**src/rtl/btb_update_queue_if.sv**
```systemverilog
// rtl/btb_update_queue_if.sv - requester, flush, fetch and BTB write-port bundle for btb_update_queue
interface btb_update_queue_if #(
    parameter int WIDTH = 32,
    parameter int DEPTH = 4
);
    localparam int CW = $clog2(DEPTH) + 1;

    logic             req0_valid;
    logic [WIDTH-1:0] req0_pc;
    logic [WIDTH-1:0] req0_target;
    logic             req0_ready;
    logic             req1_valid;
    logic [WIDTH-1:0] req1_pc;
    logic [WIDTH-1:0] req1_target;
    logic             req1_ready;
    logic             flush;
    logic [WIDTH-1:0] fetch_pc;
    logic [WIDTH-1:0] btb_w_pc;
    logic [WIDTH-1:0] btb_target;
    logic             btb_load;
    logic [CW-1:0]    count;

    modport master (
        output req0_valid, req0_pc, req0_target, req1_valid, req1_pc, req1_target,
        output flush, fetch_pc,
        input  req0_ready, req1_ready, btb_w_pc, btb_target, btb_load, count
    );

    modport slave (
        input  req0_valid, req0_pc, req0_target, req1_valid, req1_pc, req1_target,
        input  flush, fetch_pc,
        output req0_ready, req1_ready, btb_w_pc, btb_target, btb_load, count
    );
endinterface

```
**src/rtl/btb_update_queue.sv**
```systemverilog
// rtl/btb_update_queue.sv - round-robin BTB update FIFO with fetch-conflict deferral; BTBQ_COALESCE_EN enables same-pc target coalescing
module btb_update_queue #(
    parameter int WIDTH       = 32,
    parameter int DEPTH       = 4,
    parameter int BIT_ENTRY   = 3,
    parameter int STALL_LIMIT = 2
) (
    input  logic                clk,
    input  logic                rst,
    btb_update_queue_if.slave   bus
);
    localparam int AW = $clog2(DEPTH);
    localparam int CW = AW + 1;
    localparam int SW = $clog2(STALL_LIMIT + 1);

    logic [WIDTH-1:0] pc_mem_q  [DEPTH];
    logic [WIDTH-1:0] tgt_mem_q [DEPTH];
    logic [AW-1:0]    head_q, head_d, tail_q, tail_d;
    logic [CW-1:0]    count_q, count_d;
    logic             rr_q, rr_d;
    logic [SW-1:0]    stall_q, stall_d;

    logic             empty, full, conflict, load;
    logic             grant0, grant1, sel1, win_valid;
    logic [WIDTH-1:0] head_pc, head_tgt, win_pc, win_tgt;
    logic             hit, room, ready0, ready1, accept, alloc, coal;
    logic [AW-1:0]    hit_idx;

    // Arbitration, conflict/deferral decision, handshake and next-state computation
    always_comb begin
        empty    = (count_q == '0);
        full     = (count_q == CW'(DEPTH));
        head_pc  = pc_mem_q[head_q];
        head_tgt = tgt_mem_q[head_q];
        conflict = !empty && (head_pc[BIT_ENTRY+1:2] == bus.fetch_pc[BIT_ENTRY+1:2]);
        // A deferred head is forced out once it has waited STALL_LIMIT cycles
        load     = !rst && !bus.flush && !empty && (!conflict || stall_q == SW'(STALL_LIMIT));

        // rr_q = 0 gives req0 priority; an idle requester never blocks the other
        grant0    = !(bus.req1_valid && (rr_q || !bus.req0_valid));
        grant1    = !(bus.req0_valid && (!rr_q || !bus.req1_valid));
        sel1      = bus.req1_valid && grant1;
        win_valid = (bus.req0_valid && grant0) || sel1;
        win_pc    = sel1 ? bus.req1_pc : bus.req0_pc;
        win_tgt   = sel1 ? bus.req1_target : bus.req0_target;

        hit     = 1'b0;
        hit_idx = '0;
`ifdef BTBQ_COALESCE_EN
        // Search occupied slots, skipping a head that leaves this edge; lowest offset wins
        for (int i = DEPTH - 1; i >= 0; i--) begin
            if (win_valid && (CW'(i) < count_q) && !(i == 0 && load)
                && pc_mem_q[head_q + AW'(i)] == win_pc) begin
                hit     = 1'b1;
                hit_idx = head_q + AW'(i);
            end
        end
`endif
        room   = !full || hit;
        ready0 = grant0 && room && !bus.flush;
        ready1 = grant1 && room && !bus.flush;
        accept = (bus.req0_valid && ready0) || (bus.req1_valid && ready1);
        alloc  = accept && !hit;
        coal   = accept && hit;

        head_d  = head_q + AW'(load);
        tail_d  = tail_q + AW'(alloc);
        count_d = count_q + CW'(alloc) - CW'(load);
        rr_d    = accept ? !sel1 : rr_q;
        stall_d = stall_q;
        if (load) begin
            stall_d = '0;
        end else if (!empty && stall_q != SW'(STALL_LIMIT)) begin
            stall_d = stall_q + SW'(1);
        end
        if (bus.flush) begin
            head_d  = '0;
            tail_d  = '0;
            count_d = '0;
            stall_d = '0;
        end

        bus.req0_ready = ready0;
        bus.req1_ready = ready1;
        bus.btb_load   = load;
        bus.btb_w_pc   = empty ? '0 : head_pc;
        bus.btb_target = empty ? '0 : head_tgt;
        bus.count      = count_q;
    end

    // Pointer, occupancy, priority and stall-counter registers
    always_ff @(posedge clk) begin
        if (rst) begin
            head_q  <= '0;
            tail_q  <= '0;
            count_q <= '0;
            rr_q    <= 1'b0;
            stall_q <= '0;
        end else begin
            head_q  <= head_d;
            tail_q  <= tail_d;
            count_q <= count_d;
            rr_q    <= rr_d;
            stall_q <= stall_d;
        end
    end

    // Entry storage: allocate at tail, or rewrite the target of a coalesced slot
    always_ff @(posedge clk) begin
        if (alloc) begin
            pc_mem_q[tail_q]  <= win_pc;
            tgt_mem_q[tail_q] <= win_tgt;
        end else if (coal) begin
            tgt_mem_q[hit_idx] <= win_tgt;
        end
    end
endmodule

```
**src/flat_wrapper.sv**
```systemverilog
// flat-port wrapper written by rule: the top's interface ports become plain ports
module btb_update_queue_flat 
#(
    parameter int WIDTH       = 32,
    parameter int DEPTH       = 4,
    parameter int BIT_ENTRY   = 3,
    parameter int STALL_LIMIT = 2
)
  (clk, rst, bus_req0_valid, bus_req0_pc, bus_req0_target, bus_req1_valid, bus_req1_pc, bus_req1_target, bus_flush, bus_fetch_pc, bus_req0_ready, bus_req1_ready, bus_btb_w_pc, bus_btb_target, bus_btb_load, bus_count);
  btb_update_queue_if #(.WIDTH(WIDTH), .DEPTH(DEPTH)) bus_i ();
  input  logic clk;
  input  logic rst;
  input wire logic [$bits(bus_i.req0_valid)-1:0] bus_req0_valid;
  input wire logic [$bits(bus_i.req0_pc)-1:0] bus_req0_pc;
  input wire logic [$bits(bus_i.req0_target)-1:0] bus_req0_target;
  input wire logic [$bits(bus_i.req1_valid)-1:0] bus_req1_valid;
  input wire logic [$bits(bus_i.req1_pc)-1:0] bus_req1_pc;
  input wire logic [$bits(bus_i.req1_target)-1:0] bus_req1_target;
  input wire logic [$bits(bus_i.flush)-1:0] bus_flush;
  input wire logic [$bits(bus_i.fetch_pc)-1:0] bus_fetch_pc;
  output wire logic [$bits(bus_i.req0_ready)-1:0] bus_req0_ready;
  output wire logic [$bits(bus_i.req1_ready)-1:0] bus_req1_ready;
  output wire logic [$bits(bus_i.btb_w_pc)-1:0] bus_btb_w_pc;
  output wire logic [$bits(bus_i.btb_target)-1:0] bus_btb_target;
  output wire logic [$bits(bus_i.btb_load)-1:0] bus_btb_load;
  output wire logic [$bits(bus_i.count)-1:0] bus_count;
  assign bus_i.req0_valid = bus_req0_valid;
  assign bus_i.req0_pc = bus_req0_pc;
  assign bus_i.req0_target = bus_req0_target;
  assign bus_i.req1_valid = bus_req1_valid;
  assign bus_i.req1_pc = bus_req1_pc;
  assign bus_i.req1_target = bus_req1_target;
  assign bus_i.flush = bus_flush;
  assign bus_i.fetch_pc = bus_fetch_pc;
  assign bus_req0_ready = bus_i.req0_ready;
  assign bus_req1_ready = bus_i.req1_ready;
  assign bus_btb_w_pc = bus_i.btb_w_pc;
  assign bus_btb_target = bus_i.btb_target;
  assign bus_btb_load = bus_i.btb_load;
  assign bus_count = bus_i.count;
  btb_update_queue #(.WIDTH(WIDTH), .DEPTH(DEPTH), .BIT_ENTRY(BIT_ENTRY), .STALL_LIMIT(STALL_LIMIT)) u_core (.clk(clk), .rst(rst), .bus(bus_i));
endmodule
```
**config.mk**
```make
export PLATFORM = sky130hd
export DESIGN_NAME = btb_update_queue_flat
export DESIGN_NICKNAME = d
export VERILOG_FILES = /design/src/rtl/btb_update_queue_if.sv /design/src/rtl/btb_update_queue.sv /design/src/flat_wrapper.sv
export SDC_FILE = /design/constraint.sdc
export NUM_CORES = 1
export LEC_CHECK = 0
export CORE_MARGIN = 2
export CORE_UTILIZATION = 30
export CTS_BUF_LIST = sky130_fd_sc_hd__clkbuf_4
export DETAILED_ROUTE_END_ITERATION = 10
export PLACE_DENSITY = 0.65
export REMOVE_ABC_BUFFERS = 1
export SLEW_MARGIN = 10
export SYNTH_ARGS = -nofsm -noshare
export SYNTH_HDL_FRONTEND = slang
export SYNTH_SLANG_ARGS = --single-unit
```
**constraint.sdc**
```tcl
create_clock -name clk -period 7.73 [get_ports clk]
set_input_delay 1.546 -clock clk [delete_from_list [all_inputs] [get_ports clk]]
set_output_delay 1.546 -clock clk [all_outputs]
set_load 0.005 [all_outputs]
```
# Word level (Yosys, flattened, before mapping)
# Memories as Yosys holds them, arrays and structs flattened. A register that Yosys moved wholly into a read port is not among the register bits.
# Cells that the tools add are included.
dict set report totals {
  regBits 10
  mem_bits_rw 256
  inputBits 165
  out_inout_bits 70
  elab_cells 56
  mem_count 2
}
# name depth word_bits rd rd_ports_with_merged_regs write_ports line
set memory_table {}
lappend memory_table {u_core.pc_mem_q 4 32 1 1 1 btb_update_queue.sv:16} ;# logic [WIDTH-1:0] pc_mem_q [DEPTH];
lappend memory_table {u_core.tgt_mem_q 4 32 1 1 1 btb_update_queue.sv:17} ;# logic [WIDTH-1:0] tgt_mem_q [DEPTH];
dict set report classes {
  add_sub_neg 5
  eq_ne 4
  mux 8
  n_reduce_logical 32
}
# operator n
set op_table {}
lappend op_table {{32-bit 2-to-1 mux} 4}
lappend op_table {{1-bit logical AND} 14}
lappend op_table {{1-bit logical NOT} 11}
lappend op_table {{2-bit by 1-bit adder with 2-bit output} 2}
lappend op_table {{1-bit logical OR} 4}
lappend op_table {{2-bit 2-to-1 mux} 2}
lappend op_table {{3-bit by 1-bit adder with 3-bit output} 1}
lappend op_table {{3-bit equality test} 1}
lappend op_table {{3-bit equality test (second input constant)} 1}
lappend op_table {{3-bit logical NOT} 1}
lappend op_table {{3-bit OR reduction} 1}
lappend op_table {{3-bit by 1-bit subtractor with 3-bit output} 1}
lappend op_table {{2-bit by 1-bit adder with 2-bit output (second input constant)} 1}
lappend op_table {{2-bit equality test (second input constant)} 1}
lappend op_table {{1-bit 2-to-1 mux} 2}
lappend op_table {{2-bit inequality test (second input constant)} 1}
lappend op_table {{2-bit OR reduction} 1}

# Logic depth before layout (Yosys ltp)
dict set report depth {
  depth_word 10
  mapped_depth 12
  mapped_depth_nobuf 12
}

# Least setup slack after synthesis
# Ideal clock, no wire load.
dict set report synth_path {
  path_kind {in2reg}
  from {input port bus_flush}
  to {memory u_core.pc_mem_q[1][0], enable pin}
  arrival_ns 6.748
  slack_ns 0.404
  stages 3
  path_buffers 0
  cell_sequence {a31oi_1 -> o21ai_0 -> nor3b_1}
}
dict set report synth_via {
  elab_chain_len 6
  word_cells_on_any_way 8
  cone_classes {mux (2); reduce/logical (6)}
}
# item line
set synth_lines {}
lappend synth_lines {{start: declaration} flat_wrapper.sv:19} ;# input wire logic [$bits(bus_i.flush)-1:0] bus_flush;
lappend synth_lines {{1-bit logical NOT (*)} {btb_update_queue.sv:60, btb_update_queue.sv:61}}
lappend synth_lines {{1-bit logical AND, on equally long branches} {btb_update_queue.sv:60, btb_update_queue.sv:61}}
lappend synth_lines {{1-bit logical AND} btb_update_queue.sv:62} ;# accept = (bus.req0_valid && ready0) || (bus.req1_valid && ready1);
lappend synth_lines {{1-bit logical OR (*)} btb_update_queue.sv:62}
lappend synth_lines {{1-bit 2-to-1 mux (*)} btb_update_queue.sv:110} ;# if (alloc) begin
lappend synth_lines {{1-bit 2-to-1 mux (not written as such) (*)} btb_update_queue.sv:111} ;# pc_mem_q[tail_q] <= win_pc;
lappend synth_lines {{end: declaration} btb_update_queue.sv:16}
# Every way passes the cells marked *; elsewhere a longest branch is shown, timed or not.

==> results.ini <==
[status]
outcome=finished clean

[die]
initial_core_util_pct=30.3
die_x_um=196
die_area_um2=38200
core_um2=36300
rows=70
ios=235
die_h_um=196

[yosys]
yosysMostFrequentCell=edfxtp_1
async_reset_ff_share_pct=0
synth_edf_count=256
yosys_warnings=0
synth_common_cells=edfxtp_1, mux2_2, mux4_2
synth_area_leaders=edfxtp_1, mux4_2, mux2_2
synth_flop_cell=edfxtp_1
syn_avg_cell_area_um2=20.2
postSynthCellCount=545
synth_seq_cells=266
ys_types=35
ys_seq_area_share_pct=71.7
synth_top_area_share_pct=69.8
yosysTopAreaCell=edfxtp_1
syn_area_um2=11000

[power]
power_density_nw_per_um2=217
p_switching_w=0.000686
p_int_w=0.00246
p_comb_share_pct=10.1
p_seq_share_pct=52.5
pwr-share-clk_pct=37.4
p_total_w=0.00314
p_leak_nw=4.65
power.share.switching_pct=21.8
peakVddDrop_uv=88.3

[setup_path]
critPathCaptureType=primary output
cp.required_ns=6.18
critPathMaxFanout=41
crit_type=reg -> out
reg2reg_depth=11
worst_ep_arrival_time_ns=3.48
startpoint_type=flip-flop

[route]
drt-vias-per-instance=4.52
drc_errors=0
vias=5976
antenna_left=0
drt_iter0_markers=191
dr.pass1.iters=4
routedWlPerCell_um=17.6
wl_um=23300

[clock_tree]
cts.repair.resized=0
htree_levels=3
clock_sinks=266
cts.hold.buffers_added=0
cts_buffers=73
cts_tree=yes
clk_path_buf_depth=3
cts_setup_buffers=0
path_clk_slew_ns=0.06
insertion_delay_ns=0.63
clockRootBuffer=clkbuf_4

[sta]
rsz0062_at_grt=no
slew_headroom_pct=27.7
clock_skew_ns=0.0251
max_clock_freq_mhz=199
min_period_over_period_pct=65.1
setup_violations=0
tightest_slew_ns=1.08
holdWs_ns=0.483
hold_viol_final=0
setup_slack_ns=2.70
slew_violations=0
post-route-min-period_ns=5.03

[global_routing]
grt.total_usage_pct=12.5
first_global_vias=6385
overflow=0
antenna_found_initial=1
grt_first_pass_wirelength_um=35900
grt_max_degree=70

[place]
gp_congestion=0.711
io_buffers=205
dp_cells=1198
hpwl_um=13100
pre_cts_ws_ns=2.94

[min_path]
hold_depth=2
min_path_type=reg -> reg

[cells_and_area]
multi_input_area_um2=2960
synthToLayoutAreaGrowth_pct=31.6
instances_no_fill=1323
final_net_count=976
seqCellArea_um2=7900
fillers=3363
layout-drive-gt1-share_pct=30.1

[job]
cap_viol_max_count=0

logic make-up (layout without fill, tap and decap cells):
family | Yosys count | in the layout | synth area share (%)
buf+inv | 37 | 345 | 1.74
simple gates | 88 | 88 | 4.90
compound gates | 11 | 11 | 0.682
xor+xnor | 8 | 8 | 0.637
flops | 266 | 266 | 71.7
fa+ha+maj | 6 | 6 | 0.750
other cells | 0 | 2 | 0
mux | 129 | 129 | 19.6
final cells by class:
cell class / count / area share, %
flip-flops and latches: 266 / 54.5
multi-input cells: 242 / 20.5
repair buffers: 215 / 14.7
clock buffers: 100 / 5.18
well taps: 468 / 4.04
clock inverters: 23 / 0.881
inverters: 7 / 0.181
diodes: 2 / 0.0346
metrics by stage:
| stage | instance area (um^2) | util, % | setup TNS, ns |
|---|---|---|---|
| floorplan | 10800 | - | -0.325 |
| global placement | 13600 | 37.4 | 0 |
| detailed placement | 13600 | 37.4 | 0 |
| CTS | 14500 | 39.8 | 0 |
| global route | 14500 | 39.8 | 0 |
| finish | 14500 | 39.8 | 0 |
registers in the layout (all words and copies together) (netlist names):
signal	flops
u_core.tgt_mem_q	128
u_core.head_q	2
u_core.bus.count	3
u_core.stall_q	2
u_core.rr_q	1
u_core.tail_q	2
u_core.pc_mem_q	128
worst max-delay path, cell delays in order, from the launching register on:
cell and delay [ns]:
dfxtp_4 0.91, buf_4 0.65, mux4_2 0.58, nor2b_1 0.16, clkdlybuf4s50_1 0.50
routing by layer:
metal	track usage (%)	share of wire [%]
met1	15.7	44
met2	19.8	48
met3	4.42	7.1
met4	4.61	1.5
met5	0	0
worst paths after layout:
| path | end | from | slack, ns |
|---|---|---|---|
| max | bus_btb_target[10] | u_core.head_q[0] | 2.70 |
| min | u_core.stall_q[1] | u_core.stall_q[1] | 0.48 |
| max reg2reg | u_core.bus.count[2] | u_core.head_q[0] | 4.31 |
| min reg2reg | u_core.stall_q[1] | u_core.stall_q[1] | 0.48 |
cells in the final DEF (no fill, tap or decap), types with 7 or more instances in the layout:
cell,instances
clkinv_1,11
edfxtp_1,256
dfxtp_1,8
clkbuf_4,100
mux4_2,63
clkdlybuf4s50_1,205
buf_4,10
mux2_2,64
nor2b_1,60
inv_1,7
power by group through the flow:
stage               Combinational [W]  Clock, W  Sequential [W]
floorplan                    0.000150         0         0.00168
global placement             0.000324         0         0.00168
detailed placement           0.000328         0         0.00168
CTS                          0.000330   0.00124         0.00165
global route                 0.000352   0.00131         0.00165
finish                       0.000319   0.00118         0.00165
Note: power is estimated with default switching activity, not from simulation.
